## config.mk

```make
export PLATFORM = sky130hd
export DESIGN_NAME = dmem_access_ctrl
export DESIGN_NICKNAME = d
export VERILOG_FILES = /design/src/rtl/dmem_access_pkg.sv /design/src/rtl/dmem_lane_align.sv /design/src/rtl/dmem_access_ctrl.sv
export SDC_FILE = /design/constraint.sdc
export NUM_CORES = 1
export LEC_CHECK = 0
export ABC_AREA = 1
export BUFFER_PORTS_ARGS = -buffer_cell sky130_fd_sc_hd__buf_2
export CORE_MARGIN = 2
export CORE_UTILIZATION = 55
export DETAILED_ROUTE_END_ITERATION = 7
export HOLD_SLACK_MARGIN = 0.08
export PLACE_DENSITY_LB_ADDON = 0.12
export SLEW_MARGIN = 5
export SYNTH_ARGS = -nofsm -noshare
export SYNTH_HDL_FRONTEND = slang
export SYNTH_SLANG_ARGS = --single-unit
```

## constraint.sdc

```tcl
create_clock -name clk -period 2.4 [get_ports clk]
set_clock_uncertainty 0.2 [all_clocks]
set_input_delay 0.12 -clock clk [delete_from_list [all_inputs] [get_ports clk]]
set_output_delay 0.12 -clock clk [all_outputs]
set_load 0.05 [all_outputs]
```

## src/rtl/dmem_access_pkg.sv

```systemverilog
// Shared encodings for the data-memory access controller.
// Size codes, FSM states and lane geometry.
package dmem_access_pkg;

  localparam int WORD_W    = 32;
  localparam int NUM_LANES = WORD_W / 8;

  localparam logic [1:0] SIZE_BYTE = 2'b00;
  localparam logic [1:0] SIZE_HALF = 2'b01;
  localparam logic [1:0] SIZE_WORD = 2'b10;
  localparam logic [1:0] SIZE_ILL  = 2'b11;

  typedef enum logic [2:0] {
    ST_IDLE     = 3'd0,
    ST_RD_ISSUE = 3'd1,
    ST_RD_WAIT  = 3'd2,
    ST_WRITE    = 3'd3,
    ST_RESP     = 3'd4
  } state_e;

  // Illegal size codes fold into the misaligned path.
  function automatic logic misaligned(
    input logic [1:0] size,
    input logic [1:0] off
  );
    logic bad;
    bad = 1'b0;
    unique case (1'b1)
      size == SIZE_HALF: bad = off[0];
      size == SIZE_WORD: bad = (off != 2'b00);
      size == SIZE_ILL:  bad = 1'b1;
      default:           bad = 1'b0;
    endcase
    return bad;
  endfunction

endpackage

```

## src/rtl/dmem_lane_align.sv

```systemverilog
// Byte-lane steering: load extract/extend and sub-word store merge.
// Purely combinational; little-endian lanes.
module dmem_lane_align
  import dmem_access_pkg::*;
(
  input  logic [WORD_W-1:0] word_i,
  input  logic [1:0]        off_i,
  input  logic [1:0]        size_i,
  input  logic              sgn_i,
  input  logic [WORD_W-1:0] wdata_i,
  output logic [WORD_W-1:0] load_o,
  output logic [WORD_W-1:0] merge_o
);

  logic [7:0]  byte_sel;
  logic [15:0] half_sel;
  logic [4:0]  bit_off;

  always_comb begin
    bit_off  = {off_i, 3'b000};
    byte_sel = word_i[bit_off +: 8];
    half_sel = off_i[1] ? word_i[31:16] : word_i[15:0];
    load_o   = word_i;
    merge_o  = wdata_i;
    unique case (1'b1)
      size_i == SIZE_BYTE: begin
        load_o  = {{24{sgn_i & byte_sel[7]}}, byte_sel};
        merge_o = word_i;
        merge_o[bit_off +: 8] = wdata_i[7:0];
      end
      size_i == SIZE_HALF: begin
        load_o  = {{16{sgn_i & half_sel[15]}}, half_sel};
        merge_o = off_i[1] ? {wdata_i[15:0], word_i[15:0]}
                           : {word_i[31:16], wdata_i[15:0]};
      end
      default: begin
        load_o  = word_i;
        merge_o = wdata_i;
      end
    endcase
  end

endmodule

```

## src/rtl/dmem_access_ctrl.sv

```systemverilog
// Load/store initiator for a word-wide data memory with registered read.
// Sub-word stores go through read-modify-write; all mem_* are registered.
module dmem_access_ctrl
  import dmem_access_pkg::*;
#(
  parameter int ADDR_W = 5,
  parameter int DATA_W = 32
) (
  input  logic              clk,
  input  logic              rst,
  input  logic              req_valid,
  output logic              req_ready,
  input  logic              req_we,
  input  logic [ADDR_W+1:0] req_addr,
  input  logic [1:0]        req_size,
  input  logic              req_signed,
  input  logic [DATA_W-1:0] req_wdata,
  output logic              resp_valid,
  output logic              resp_err,
  output logic [DATA_W-1:0] resp_rdata,
  output logic [ADDR_W-1:0] mem_a,
  output logic [DATA_W-1:0] mem_wd,
  output logic              mem_we,
  input  logic [DATA_W-1:0] mem_rd
);

  state_e            state_q;
  logic              ready_q;
  logic              rvalid_q;
  logic              rerr_q;
  logic [DATA_W-1:0] rdata_q;
  logic [ADDR_W-1:0] mem_a_q;
  logic [DATA_W-1:0] mem_wd_q;
  logic              mem_we_q;

  logic              we_q;
  logic [1:0]        off_q;
  logic [1:0]        size_q;
  logic              sgn_q;
  logic [DATA_W-1:0] wdata_q;

  logic [DATA_W-1:0] load_w;
  logic [DATA_W-1:0] merge_w;
  logic              bad_w;

  assign bad_w = misaligned(req_size, req_addr[1:0]);

  dmem_lane_align u_align (
    .word_i  (mem_rd),
    .off_i   (off_q),
    .size_i  (size_q),
    .sgn_i   (sgn_q),
    .wdata_i (wdata_q),
    .load_o  (load_w),
    .merge_o (merge_w)
  );

  always_ff @(posedge clk) begin
    if (rst) begin
      state_q  <= ST_IDLE;
      ready_q  <= 1'b1;
      rvalid_q <= 1'b0;
      rerr_q   <= 1'b0;
      rdata_q  <= '0;
      mem_a_q  <= '0;
      mem_wd_q <= '0;
      mem_we_q <= 1'b0;
      we_q     <= 1'b0;
      off_q    <= '0;
      size_q   <= '0;
      sgn_q    <= 1'b0;
      wdata_q  <= '0;
    end else begin
      unique case (state_q)
        ST_IDLE: begin
          if (req_valid && ready_q) begin
            we_q    <= req_we;
            off_q   <= req_addr[1:0];
            size_q  <= req_size;
            sgn_q   <= req_signed;
            wdata_q <= req_wdata;
            mem_a_q <= req_addr[ADDR_W+1:2];
            ready_q <= 1'b0;
            if (bad_w) begin
              rvalid_q <= 1'b1;
              rerr_q   <= 1'b1;
              rdata_q  <= '0;
              state_q  <= ST_RESP;
            end else if (req_we && req_size == SIZE_WORD) begin
              mem_wd_q <= req_wdata;
              mem_we_q <= 1'b1;
              state_q  <= ST_WRITE;
            end else begin
              state_q  <= ST_RD_ISSUE;
            end
          end
        end
        ST_RD_ISSUE: begin
          state_q <= ST_RD_WAIT;
        end
        ST_RD_WAIT: begin
          if (we_q) begin
            mem_wd_q <= merge_w;
            mem_we_q <= 1'b1;
            state_q  <= ST_WRITE;
          end else begin
            rvalid_q <= 1'b1;
            rerr_q   <= 1'b0;
            rdata_q  <= load_w;
            state_q  <= ST_RESP;
          end
        end
        ST_WRITE: begin
          mem_we_q <= 1'b0;
          rvalid_q <= 1'b1;
          rerr_q   <= 1'b0;
          rdata_q  <= '0;
          state_q  <= ST_RESP;
        end
        ST_RESP: begin
          rvalid_q <= 1'b0;
          ready_q  <= 1'b1;
          state_q  <= ST_IDLE;
        end
        default: begin
          ready_q <= 1'b1;
          state_q <= ST_IDLE;
        end
      endcase
    end
  end

  assign req_ready  = ready_q;
  assign resp_valid = rvalid_q;
  assign resp_err   = rerr_q;
  assign resp_rdata = rdata_q;
  assign mem_a      = mem_a_q;
  assign mem_wd     = mem_wd_q;
  assign mem_we     = mem_we_q;

endmodule

```

* After elaboration in Yosys (flattened, before gate mapping)
Index checks and enable logic that the tools add are counted.
** Operators by class
- Multipliers :: 0
- Bitwise operators :: 3
- Add/sub/neg operators :: 1
- Mux-type cells :: 33
- Shift operators :: 3
- Equal/unequal tests :: 14
- Reduce and logical (&&, ||, !) cells :: 15
- $lt $le $gt $ge :: 0
- Div/mod/pow operators :: 0
** Operators by type and width (count)
- $mux 32 :: 8
- $pmux 32 s2 :: 3
- $pmux 32 s3 :: 1
- $bwmux 32 :: 1
- $shift 8x7->32 const A :: 1
- $shiftx 32x6->8 :: 1
- $shiftx 8x7->32 :: 1
- $mux 16 :: 1
- $ne 2x2->1 const B :: 6
- $pmux 3 s4 :: 1
- $reduce_and 5->1 :: 2
- $mux 1 :: 9
- $mux 3 :: 3
- $pmux 1 s3 :: 3
- $reduce_and 4->1 :: 2
- $neg 5->7 :: 1
- $eq 3x2->1 const B :: 2
- $eq 2x1->1 const B :: 2
- $eq 2x2->1 const B :: 2
- $pmux 1 s4 :: 1
- $reduce_and 2->1 :: 2
- $reduce_bool 2->1 :: 2
- $reduce_bool 4->1 :: 1
- $eq 3x1->1 const B :: 1
- other kinds (10) :: 12
** Word-level totals
- Output and inout bits :: 73
- Bits in writable memories :: 0
- Bits in registers :: 114
- Memories :: 0
- Bits in latches :: 0
- Bits in read-only memories :: 0

* Longest topological paths before layout
Gate-level depths: netlist (run 1).
- Depth after elaboration :: 6
- Mapped depth :: 11
- Gate-level depth less buffers :: 10

* Cells and area by module
From an unflattened synthesis (run 1), not the netlist that was laid out.
** Second synthesis, totals
- Cell total of the unflattened synthesis :: 1232
- Area total of the unflattened synthesis :: 7181.9 um^2
** Modules (own cells, without submodules)
- dmem_access_ctrl :: area an instance 5146.2 um^2, instances 1, seq. area each 2282.2 um^2, cells an instance 775
- dmem_lane_align :: area an instance 2035.7 um^2, instances 1, seq. area each 0.0 um^2, cells an instance 457

* Worst setup path before layout (run 1)
OpenSTA, ideal clock, no wires.
- Path type :: register to register
- Start :: register off_q[1]
- End :: register mem_wd_q[7] (netlist: mem_wd[7])
- Library setup time :: 70 ps
- Stages on the path, launching flop included :: 11
- Setup slack :: 360 ps
- Data arrival time :: 1770 ps
- Clock period less this slack :: 2040 ps
- Cell sequence :: dfxtp_1 > inv_2 > clkbuf_1 > ha_1 > inv_1 > nand2_1 > o21ai_0 > nand2_1 > nand3_1 > nand2_1 > a21oi_1
** Between the ends
- Cells in the longest elaborated chain, start to end :: 6
- Elaborated cells on any way between the ends :: 8
- Those cells by class :: add/sub (1); shift (2); mux (5)
** Ends and longest elaborated chain
- start: declaration :: RTL line dmem_access_ctrl.sv:37 : logic [1:0] off_q;
- start signal: assignment :: RTL line dmem_access_ctrl.sv:78 : off_q <= req_addr[1:0];
- $neg 5->7 :: RTL line dmem_lane_align.sv:29 : merge_o[bit_off +: 8] = wdata_i[7:0];
- $shiftx 8x7->32 / $shift 8x7->32 (equally long branches) :: RTL line dmem_lane_align.sv:29
- $bwmux 32 :: RTL line dmem_lane_align.sv:29
- $pmux 32 s2 (*) :: RTL line dmem_lane_align.sv:25 : unique case (1'b1)
- $mux 32 (*) :: RTL line dmem_access_ctrl.sv:102 : if (we_q) begin
- $pmux 32 s2 (*) :: RTL line dmem_access_ctrl.sv:74 : unique case (state_q)
- end signal: assignment :: RTL line dmem_access_ctrl.sv:90 : mem_wd_q <= req_wdata;
- end signal: assignment :: RTL line dmem_access_ctrl.sv:103 : mem_wd_q <= merge_w;
- end: declaration :: RTL line dmem_access_ctrl.sv:33 : logic [DATA_W-1:0] mem_wd_q;
Mark *: on every way between the ends. The rest lies on a longest branch, timed or not. The select of a mux whose other input is x is not followed.
A chain may end at the register's enable or synchronous reset.

* Worst setup path in the final report (run 1)
- Start :: register off_q[0]
- End :: register mem_wd_q[26] (netlist: mem_wd[26])
** Between the ends
- Cells in the longest elaborated chain, start to end :: 6
- Elaborated cells on any way between the ends :: 7
- Those cells by class :: add/sub (1); shift (2); mux (4)
** Ends and longest elaborated chain (RTL line)
- $neg 5->7 (*) :: dmem_lane_align.sv:29
- $shiftx 8x7->32 / $shift 8x7->32 (equally long branches) :: dmem_lane_align.sv:29
- $bwmux 32 (*) :: dmem_lane_align.sv:29
- $pmux 32 s2 (*) :: dmem_lane_align.sv:25
- $mux 32 (*) :: dmem_access_ctrl.sv:102
- $pmux 32 s2 (*) :: dmem_access_ctrl.sv:74
Marks and branches as above.

==> results by group, run 1 <==
Global routing
  – First-pass GRT wire length: 38900 µm
  – Largest net degree at the start of global routing: 69
  – Number of global-route vias before repair: 7522
  – Tot GR Track Use: 0.380
  – Initial antenna violation count: 0
  – Grt ovf: 0

Synth
  – Syn. warnings: 0
  – Cell taking the most area after synthesis: dfxtp_1
  – Mean post-synth cell area: 6.22 µm²
  – Synth Cell Area: 6630 µm²
  – Yosys top cell area share: 0.344
  – Register area share after synthesis: 0.344
  – Unique masters post-synth: 29
  – Number of synthesized flops with an enable pin: 0
  – Post-synth ARST share: 0
  – Top cells by area, synth: dfxtp_1, nand2_1, a21oi_1
  – Cells after Synth: 1066
  – Net Count, Synth: 1149
  – Synth Flop Type: dfxtp_1
  – Yosys reg bits: 114

Placed design
  – RePlAce Congestion: 1.04
  – Place WS: 0.266 ns
  – Dpl cell area: 7430 µm²
  – Hpwl dp: 16500 µm
  – Port buffer count: 150

Clock network
  – Reg clk slew, reported paths: 0.06 ns
  – Clock Latency Late Sink: 0.42 ns
  – Sink Count: 114
  – Setup Fix Bufs, Post-CTS: 0
  – Num CTS Buffers: 17
  – CTS tree: done
  – CTS max path bufs: 2
  – Htree depth: 4
  – CTS root buffer: clkbuf_16

Pwr
  – Comb power frac: 0.345
  – Sw frac: 0.390
  – Peak VDD IR: 641 µV
  – Clk pwr share: 0.346
  – Sequential Power Share: 0.309
  – Pwr/cell area: 845 nW/µm²
  – Switching power: 2.90 mW
  – Total internal power: 4.52 mW
  – LEAKAGE: 3.94 nW
  – Pwr Total: 7.42 mW

Timing
  – FMAX: 471 MHz
  – Final TNS setup: 0 ns
  – RSZ-0062 raised after global routing: no
  – Hold Fails Final Rpt: 0
  – Final worst-path cycle share: 0.884
  – Least-Margin Pin Slew: 0.772 ns
  – Fin. max-slew vios: 0
  – Min setup slack post-route: 0.278 ns
  – Final setup fails: 0
  – Fin crit period: 2.12 ns
  – Slew HR: 0.486

Layout
  – Fin util: 0.737
  – Most common cell after layout, fill and taps aside: nand2_1
  – Ratio of cells with drive above 1 in the final layout: 0.182
  – Fin nets: 1349
  – ANT cells: 0
  – Filler cell count: 992
  – Area Overhead vs Synth: 32.5%
  – Cell area after layout: 8780 µm²
  – Commonest non-fill, non-tap cells in the layout: nand2_1, a21oi_1, buf_2

Route
  – Average wire per standard cell: 17.4 µm
  – Iteration-0 DRC Markers: 850
  – Vias post-DR: 8263
  – Vias per cell: 5.80
  – DRC violations left: 0
  – Remaining antenna violation count after routing: 0
  – Total Routed Length: 24800 µm
  – 1st-pass router iterations: 7

Run status
  – Status: finished, final reports clean

Setup path
  – Setup crit end: mem_wd[26]
  – Crit-path max FO: 9
  – Worst setup EP type: register
  – Reg2Reg Launch Point: off_q[0]
  – Data required, critical path: 2.54 ns
  – Worst Setup SP: off_q[0]
  – Worst R2R End: mem_wd[26]
  – Data arrival, critical path: 2.26 ns
  – Critical Path Source Type: register
  – Setup CP Type: register to register
  – Reg2Reg Setup Slack: 0.28 ns
  – FF-to-FF path depth: 9

Floorplanning
  – Num ports: 151
  – Die Wd: 114 µm
  – Die area: 12900 µm²
  – Starting density of the core: 0.557
  – Rows: 40
  – Core area: 11900 µm²
  – Die Y: 114 µm

Worst hold path
  – Hold Crit Class: input pin to register

Flow run
  – Max-cap violations: 0
==> what timing repair did <==
| action | CTS | global route |
|---|---|---|
| hold buffers | 75 | 0 |
| endpoints found under the hold margin | 105 | 0 |
| endpoints found under the setup margin | 0 | 3 |
| resized for setup | 0 | 1 |
==> per-layer routing <==
metal,up-vias,routed length (µm),global-route usage
met5,-,0,0
met4,0,881,0.163
met3,84,2510,0.0760
met2,515,11200,0.597
met1,3741,10200,0.511
li1,3923,-,-
==> synthesized netlist by cell type (2+ instances only) <==
cell,number
a21oi_1,202
or2_2,5
o211ai_1,14
ha_1,5
nand2_1,302
nor3_1,4
nand3_1,81
clkinv_1,3
inv_1,64
inv_2,8
buf_6,5
dfxtp_1,114
nand4_1,8
a31oi_1,5
o21ai_0,82
nand2_2,4
nand3_2,2
buf_4,3
nor2_4,3
buf_1,7
nor2_1,84
clkbuf_1,32
buf_2,23
==> metrics by stage <==
step           instances  hold WS [ns]
5_1_grt             1425         0.126
3_5_place_dp        1319         0.206
3_3_place_gp        1319         0.197
2_1_floorplan       1066        0.0844
6_report            1425        0.0948
4_1_cts             1425        0.0800
==> sequential cells by signal, indices dropped and copies added, names as in the netlist <==
signal,cells
state_q,3
mem_a,5
size_q,2
off_q,2
req_ready,1
mem_we,1
sgn_q,1
we_q,1
mem_wd,32
resp_valid,1
wdata_q,32
resp_rdata,32
resp_err,1
==> cells by family after synthesis <==
group	Yosys count	share of synthesized area
simple gates	497	0.315
compound gates	305	0.237
buf+inv	145	0.0938
flops	114	0.344
fa+ha+maj	5	0.00944
==> how the worst min path moves through the flow <==
stage / start / to / slack, ns / cells past startpoint
after floorplan: req_addr[2] / mem_a[0] / 0.08 / 2
after global placement: req_addr[6] / mem_a[4] / 0.20 / 3
after detailed placement: req_addr[3] / mem_a[1] / 0.21 / 3
after CTS: mem_rd[16] / resp_rdata[16] / 0.08 / 5
after global routing: mem_rd[16] / resp_rdata[16] / 0.13 / 5
final: mem_rd[16] / resp_rdata[16] / 0.09 / 5
==> power groups by stage <==
stage | registers, mW | clock network [mW] | logic, mW
final | 2.29 | 2.57 | 2.56
after global routing | 2.31 | 2.67 | 2.77
after CTS | 2.28 | 2.57 | 2.49
after detailed placement | 2.32 | 0 | 2.39
after global placement | 2.31 | 0 | 2.38
after floorplan | 2.76 | 0 | 1.32
==> worst max-delay path: stages (launching register included) <==
cell and delay [ns]:
dfxtp_1 0.34, inv_1 0.15, ha_1 0.40, inv_1 0.14, nand2_1 0.15, o21ai_0 0.23
nand2_1 0.09, nand4_1 0.12, nand2_1 0.07, a21oi_1 0.15
==> area by class of cell <==
| type | count | area, µm² | share of cell area |
|---|---|---|---|
| Clock inverter | 10 | 134 | 0.0152 |
| Clock buffer | 21 | 460 | 0.0524 |
| Tap cell | 147 | 184 | 0.0209 |
| Multi-Input combinational cell | 807 | 3720 | 0.424 |
| Inverter | 75 | 282 | 0.0321 |
| Timing Repair Buffer | 251 | 1710 | 0.195 |
| Sequential cell | 114 | 2280 | 0.260 |
(Power assumes the default switching activity.)
==> inputs of run 2 (changes only) <==
--- a/config.mk
+++ b/config.mk
@@ -17,2 +17,3 @@
 export SYNTH_HDL_FRONTEND = slang
+export SYNTH_HIERARCHICAL = 1
 export SYNTH_SLANG_ARGS = --single-unit
--- a/constraint.sdc
+++ b/constraint.sdc
@@ -4,2 +4,2 @@
 set_output_delay 0.12 -clock clk [all_outputs]
-set_load 0.05 [all_outputs]
+set_load 0.02 [all_outputs]
==> run 2 against run 1 <==
Critical path depth increased by 2. Worst hold slack improved by 0.0020 ns. Sequential cell count unchanged. Die area increased by 8.0%. Power increased by 2.1%. Sequential power increased by 4%. Synthesized cell count increased by 16%. Cell area increased by 7.2%. Maximum frequency decreased by 3.7%. Register-to-register slack got worse by 0.08 ns. Area after synthesis increased by 8.3%. Critical path type unchanged. Largest cell class unchanged.
==> results by group, run 2 <==
Worst hold path
  – Worst hold start: mem_rd[12]
  – Hold Crit Class: input pin to register

Synth
  – Mean post-synth cell area: 5.83 µm² (-6.3%)
  – Cell taking the most area after synthesis: dfxtp_1
  – Yosys top cell area share: 0.318 (-0.0265)
  – Number of synthesized flops with an enable pin: 0 (unchanged)
  – Synth Cell Area: 7180 µm² (+8.3%)
  – Net Count, Synth: 1315 (+14%)
  – Syn. warnings: 6 (+6)
  – Unique masters post-synth: 30 (+3.4%)
  – Cells after Synth: 1232 (+16%)
  – Register area share after synthesis: 0.318 (-0.0265)
  – Top cells by area, synth: dfxtp_1, nand2_1, nor2_1
  – Most frequent cells after synthesis: nand2_1, nor2_1, inv_1
  – Yosys reg bits: 114 (unchanged)
  – Post-synth ARST share: 0 (unchanged)
  – Most frequent cell after synthesis: nand2_1
  – Synth Flop Type: dfxtp_1

Route
  – Vias per cell: 5.33 (-8.1%)
  – Remaining antenna violation count after routing: 0 (unchanged)
  – Iteration-0 DRC Markers: 1026 (+21%)
  – 1st-pass router iterations: 6 (-1)
  – Total Routed Length: 24900 µm (+0.38%)
  – Average wire per standard cell: 15.5 µm (-11%)
  – DRC violations left: 0 (unchanged)
  – Vias post-DR: 8572 (+3.7%)

Global routing
  – Number of global-route vias before repair: 7692 (+2.3%)
  – Initial antenna violation count: 1 (+1)
  – Largest net degree at the start of global routing: 87 (+26%)
  – Grt ovf: 0 (unchanged)
  – Busiest grt layer: met2
  – Global routing usage on met3: 0.102 (+0.0263)
  – Met1 GRT Util: 0.466 (-0.0457)
  – Met2 Track Usage GR: 0.527 (-0.0693)
  – Tot GR Track Use: 0.350 (-0.0307)
  – First-pass GRT wire length: 39200 µm (+0.60%)

Timing
  – RSZ-0062 raised after global routing: no
  – Fin crit period: 2.20 ns (+0.0814 ns)
  – Least-Margin Pin Slew: 0.637 ns (-0.135 ns)
  – Hold Fails Final Rpt: 0 (unchanged)
  – Fin. max-slew vios: 0 (unchanged)
  – Hold_ws: 0.0968 ns (+0.00202 ns)
  – Final TNS setup: 0 ns (unchanged)
  – Final setup fails: 0 (unchanged)
  – Slew HR: 0.575 (+0.0891)
  – Final worst-path cycle share: 0.918 (+0.0339)
  – FMAX: 454 MHz (-3.7%)
  – Min setup slack post-route: 0.196 ns (-0.0814 ns)

Floorplanning
  – Die Wd: 118 µm (+3.9%)
  – Die area: 14000 µm² (+8.0%)
  – Starting density of the core: 0.567 (+0.0103)
  – Die Y: 118 µm (+3.9%)
  – Core area: 12700 µm² (+6.4%)
  – Rows: 41 (+2.5%)
  – Num ports: 151 (unchanged)

Clock network
  – Num CTS Buffers: 17 (unchanged)
  – Reg clk slew, reported paths: 0.05 ns (about the same)
  – CTS max path bufs: 2 (unchanged)
  – Htree depth: 4 (unchanged)
  – Clock Latency Late Sink: 0.42 ns (about the same)
  – CTS root buffer: clkbuf_16
  – Setup Fix Bufs, Post-CTS: 0 (unchanged)
  – CTS tree: done
  – Sink Count: 114 (unchanged)

Setup path
  – Crit-path max FO: 14 (+5)
  – Worst setup EP type: register
  – Critical Path Source Type: register
  – Data required, critical path: 2.56 ns (+0.02 ns)
  – Worst Setup SP: size_q[0]
  – Reg2Reg Launch Point: size_q[0]
  – Setup CP Type: register to register
  – Data arrival, critical path: 2.36 ns (+0.10 ns)

Placed design
  – Port buffer count: 150 (unchanged)
  – Dpl cell area: 8050 µm² (+8.3%)
  – Hpwl dp: 16500 µm (-0.13%)
  – RePlAce Congestion: 1.01 (-3.0%)
  – Place WS: 0.251 ns (-0.0144 ns)

Layout
  – Commonest non-fill, non-tap cells in the layout: nand2_1, nor2_1, buf_2
  – Ratio of cells with drive above 1 in the final layout: 0.162 (-0.0200)
  – ANT cells: 0 (unchanged)
  – Most common cell after layout, fill and taps aside: nand2_1
  – Fin util: 0.743 (+0.00558)
  – Cell area after layout: 9410 µm² (+7.2%)
  – Fin nets: 1506 (+12%)
  – Area Overhead vs Synth: 31.0%

Flow run
  – Max-cap violations: 0 (unchanged)

Run status
  – Status: finished, final reports clean

Pwr
  – LEAKAGE: 4.78 nW (+21%)
  – Pwr/cell area: 805 nW/µm² (-4.7%)
  – Peak VDD IR: 548 µV (-15%)
run 2: cell types whose count changed after synthesis, sizes merged, moves of 8 or more:
| cell | change |
|---|---|
| clkbuf | -8 |
| a21oi | -122 |
| inv | +72 |
| buf | +10 |
| nand2 | +142 |
| nand3b | +32 |
| nor2 | +70 |
| o22ai | +8 |
| nand3 | -31 |
run 2: area by class of cell:
cell class	count	area [µm²]
multi-input cells	902	4010
fillers	1081	3260
flip-flops and latches	114	2280
repair buffers	244	1720
inverters	144	541
clock buffers	23	488
well taps	172	215
clock inverters	9	151
run 2: cell families (layout without fill, tap and decap cells):
| group | count (synthesis) | after routing | synth area share |
|---|---|---|---|
| and+or+nand+nor | 718 | 718 | 0.417 |
| adders and majority gates | 5 | 5 | 0.00871 |
| AOI/OAI and AO/OA | 179 | 179 | 0.131 |
| DFF | 114 | 114 | 0.318 |
| buffers and inverters | 216 | 420 | 0.125 |
run 2: where the power goes:
group | total [mW] | internal [mW] | switching [mW]
logic | 2.44 | 0.843 | 1.60
registers | 2.38 | 2.17 | 0.212
clock network | 2.76 | 1.84 | 0.915
run 2: final timing paths:
kind | endpoint | slack [ns] | cells after the start
setup / recovery | mem_wd[22] | 0.20 | 11
hold / removal | resp_rdata[12] | 0.1 | 7
setup reg to reg | mem_wd[22] | 0.20 | 11
hold reg to reg | mem_a[0] | 0.24 | 2
run 2: worst max-delay path, stage by stage (launching register included):
cell and delay, ns:
dfxtp_1 0.46, inv_2 0.10, nor2_4 0.14, nand2_1 0.40, o21ai_0 0.30, nor2_1 0.07, nand2_1 0.07, nand2_1 0.06
nand2_1 0.05, nand3b_1 0.09, nand2_1 0.06, nor2_1 0.12
run 2: what timing repair did:
item                                   CTS  global route
endpoints found under the hold margin  105             0
gates resized for setup                  0             3
hold buffers                            71             0
setup endpoints to repair                0             9
run 2: metal layers:
| layer | wire [µm] | vias up |
|---|---|---|
| li1 | - | 4204 |
| met1 | 10400 | 3866 |
| met2 | 10900 | 444 |
| met3 | 2810 | 56 |
| met4 | 800 | 2 |
| met5 | 13 | - |
run 2: stage by stage:
stage | cells | power (mW)
global placement | 1505 | 4.65
global route | 1608 | 7.96
CTS | 1608 | 7.51
floorplan | 1232 | 3.99
detailed placement | 1505 | 4.68
finish | 1608 | 7.58
==> inputs of run 3 (changes only) <==
- SETUP_SLACK_MARGIN: default -> 0.4
==> run 3 against run 2 <==
Maximum frequency is 7.3% higher. Die area stayed put. Combinational power is 9.4% higher. Sequential share of layout area is 0.71 points lower. Via count is 2.1% higher. Critical path type unchanged. Worst hold slack worse by 0.0011 ns. Largest power group is now combinational cells. Cell area is 3.7% higher. Register-to-register slack better by 0.15 ns. Core utilization is 2.7 points higher. Wire length is 3.0% higher.
==> results by group, run 3 (same netlist as run 2, synthesis figures left out) <==
Run status
  – Status: finished, final reports clean

Floorplanning
  – Core area: 12700 µm² (unchanged)
  – Num ports: 151 (unchanged)
  – Rows: 41 (unchanged)
  – Die area: 14000 µm² (unchanged)
  – Die Y: 118 µm (unchanged)
  – Starting density of the core: 0.567 (unchanged)
  – Die Wd: 118 µm (unchanged)

Layout
  – Fin util: 0.770 (+0.0275)
  – ANT cells: 0 (unchanged)
  – Fin cells: 1618 (+0.62%)
  – Commonest non-fill, non-tap cells in the layout: nand2_1, nor2_1, buf_2
  – Fin nets: 1516 (+0.66%)
  – Filler cell count: 1021 (-5.6%)
  – Cell area after layout: 9760 µm² (+3.7%)
  – Area Overhead vs Synth: 35.9%
  – Most common cell after layout, fill and taps aside: nand2_1
  – Ratio of cells with drive above 1 in the final layout: 0.202 (+0.0404)

Global routing
  – Number of global-route vias before repair: 7553 (-1.8%)
  – First-pass GRT wire length: 38800 µm (-0.95%)
  – Initial antenna violation count: 0 (-1)
  – Largest net degree at the start of global routing: 87 (unchanged)
  – Tot GR Track Use: 0.348 (-0.00152)
  – Grt ovf: 0 (unchanged)

Timing
  – Final worst-path cycle share: 0.856 (-0.0622)
  – Fin crit period: 2.05 ns (-0.149 ns)
  – Final TNS setup: 0 ns (unchanged)
  – Final setup fails: 0 (unchanged)
  – RSZ-0062 raised after global routing: yes
  – Fin. max-slew vios: 0 (unchanged)
  – Least-Margin Pin Slew: 0.624 ns (-0.0127 ns)
  – Slew HR: 0.584 (+0.00892)
  – FMAX: 487 MHz (+7.3%)
  – Hold Fails Final Rpt: 0 (unchanged)

Setup path
  – Worst R2R End: mem_wd[20]
  – Delay-heaviest family, CP: simple AND/OR/NAND/NOR gates
  – Reg2Reg Launch Point: off_q[1]
  – Data required, critical path: 2.52 ns (-0.04 ns)
  – CP most frequent cell: nand2_1
  – Setup CP Type: register to register
  – Critical path's slowest cell: dfxtp_4
  – CP peak stage delay: 0.38 ns (-0.08 ns)
  – Critical Path Source Type: register
  – Worst setup EP type: register
  – Data arrival, critical path: 2.17 ns (-0.19 ns)
  – Reg2Reg Setup Slack: 0.35 ns (+0.15 ns)
  – FF-to-FF path depth: 12 (+1)
  – Crit-path max FO: 15 (+1)
  – WP buf/inv: 3 (+2)
  – Critical path, cell by cell: inv_6 -> buf_8 -> nand2_2 -> buf_4 -> nand2_1 -> a21boi_0 -> nand2_1 -> nand2_1 -> nand2_2 -> nand3b_1 -> nand2_1 -> nor2_1

Route
  – Remaining antenna violation count after routing: 0 (unchanged)
  – Vias per cell: 5.41 (+1.5%)
  – Iteration-0 DRC Markers: 1080 (+5.3%)
  – DRC violations left: 0 (unchanged)
  – 1st-pass router iterations: 6 (unchanged)
  – Average wire per standard cell: 15.8 µm (+2.4%)
  – Total Routed Length: 25600 µm (+3.0%)
  – Vias post-DR: 8751 (+2.1%)

Pwr
  – Total internal power: 4.77 mW (-1.8%)
  – Pwr/cell area: 784 nW/µm² (-2.6%)
  – Comb power frac: 0.349 (+0.027)
  – Sw frac: 0.377 (+0.0178)
  – Switching power: 2.89 mW (+6.0%)
  – LEAKAGE: 4.91 nW (+2.6%)
  – Peak VDD IR: 602 µV (+9.9%)
  – Sequential Power Share: 0.311 (-0.003)
  – Clk pwr share: 0.340 (-0.024)

Clock network
  – Sink Count: 114 (unchanged)
  – CTS max path bufs: 2 (unchanged)
  – Num CTS Buffers: 17 (unchanged)
  – Htree depth: 4 (unchanged)
  – Reg clk slew, reported paths: 0.06 ns (about the same)
  – CTS root buffer: clkbuf_16
  – Clock Latency Late Sink: 0.42 ns (about the same)
  – CTS tree: done

Worst hold path
  – Hold path depth: 7 (unchanged)
  – Worst hold start: mem_rd[15]
  – Hold Crit Class: input pin to register
  – Worst hold endpoint: resp_rdata[15]

Placed design
  – Dpl cell area: 8060 µm² (+0.12%)
  – Hpwl dp: 16600 µm (+0.77%)
  – Dpl cells: 1506 (+0.066%)
  – RePlAce Congestion: 1.06 (+5.2%)
  – Port buffer count: 150 (unchanged)

Flow run
  – Max-cap violations: 0 (unchanged)
-- run 3: power by group through the flow --
stage               sequential, mW  combinational, mW  clock, mW
finish                        2.38               2.67       2.60
global route                  2.41               2.92       2.69
CTS                           2.36               2.44       2.61
detailed placement            2.39               2.29          0
global placement              2.39               2.28          0
floorplan                     2.57               1.43          0
-- run 3: worst max-delay path by stage --
| stage | slack (ns) | startpoint | depth (start not counted) | to |
|---|---|---|---|---|
| final | 0.35 | off_q[1] | 12 | mem_wd[20] |
| after global routing | 0.30 | off_q[1] | 13 | mem_wd[11] |
| after CTS | 0.41 | off_q[1] | 12 | mem_wd[20] |
| after detailed placement | 0.22 | off_q[1] | 13 | mem_wd[13] |
| after global placement | 0.25 | off_q[1] | 13 | mem_wd[13] |
| after floorplan | 0.37 | off_q[1] | 14 | mem_wd[24] |
-- run 3: layout make-up --
| type | count | area, µm² | area share |
|---|---|---|---|
| clock inverter | 11 | 128 | 0.0131 |
| inverter | 144 | 557 | 0.0571 |
| timing repair buffer | 252 | 1830 | 0.187 |
| sequential | 114 | 2300 | 0.235 |
| tap | 172 | 215 | 0.0221 |
| multi-input combinational | 904 | 4250 | 0.436 |
| clock buffer | 21 | 480 | 0.0492 |
-- run 3: repair_timing --
action                                  4_1_cts  5_1_grt
gates cloned                                  0        3
endpoints found under the setup margin       59       64
gates resized for setup                      15       70
hold buffers                                 68        0
pin swaps                                     3       21
endpoints found under the hold margin       103        0
setup buffers                                 3        6
-- run 3: worst reg2reg max path: stages, from the launching register on --
cell	delay (ns)
dfxtp_4	0.38
inv_6	0.05
buf_8	0.15
nand2_2	0.10
buf_4	0.22
nand2_1	0.09
a21boi_0	0.24
nand2_1	0.10
nand2_1	0.08
nand2_2	0.08
nand3b_1	0.16
nand2_1	0.06
nor2_1	0.04
-- run 3: metrics by stage --
step / setup WS (ns) / hold slack [ns] / total power, mW
after floorplan: 0.373 / -0.0109 / 4.00
after global placement: 0.246 / 0.123 / 4.66
after detailed placement: 0.223 / 0.125 / 4.68
after CTS: 0.406 / 0.0802 / 7.40
after global routing: 0.301 / 0.145 / 8.02
final: 0.346 / 0.0956 / 7.65
-- run 3: layer usage --
metal | track usage | part of all wire | up-vias | routed length [µm]
met2 | 0.513 | 0.43 | 524 | 11100
met1 | 0.486 | 0.42 | 3931 | 10700
li1 | - | - | 4222 | -
met4 | 0.132 | 0.035 | 0 | 904
met5 | 0 | 0 | - | 0
met3 | 0.0903 | 0.11 | 74 | 2860
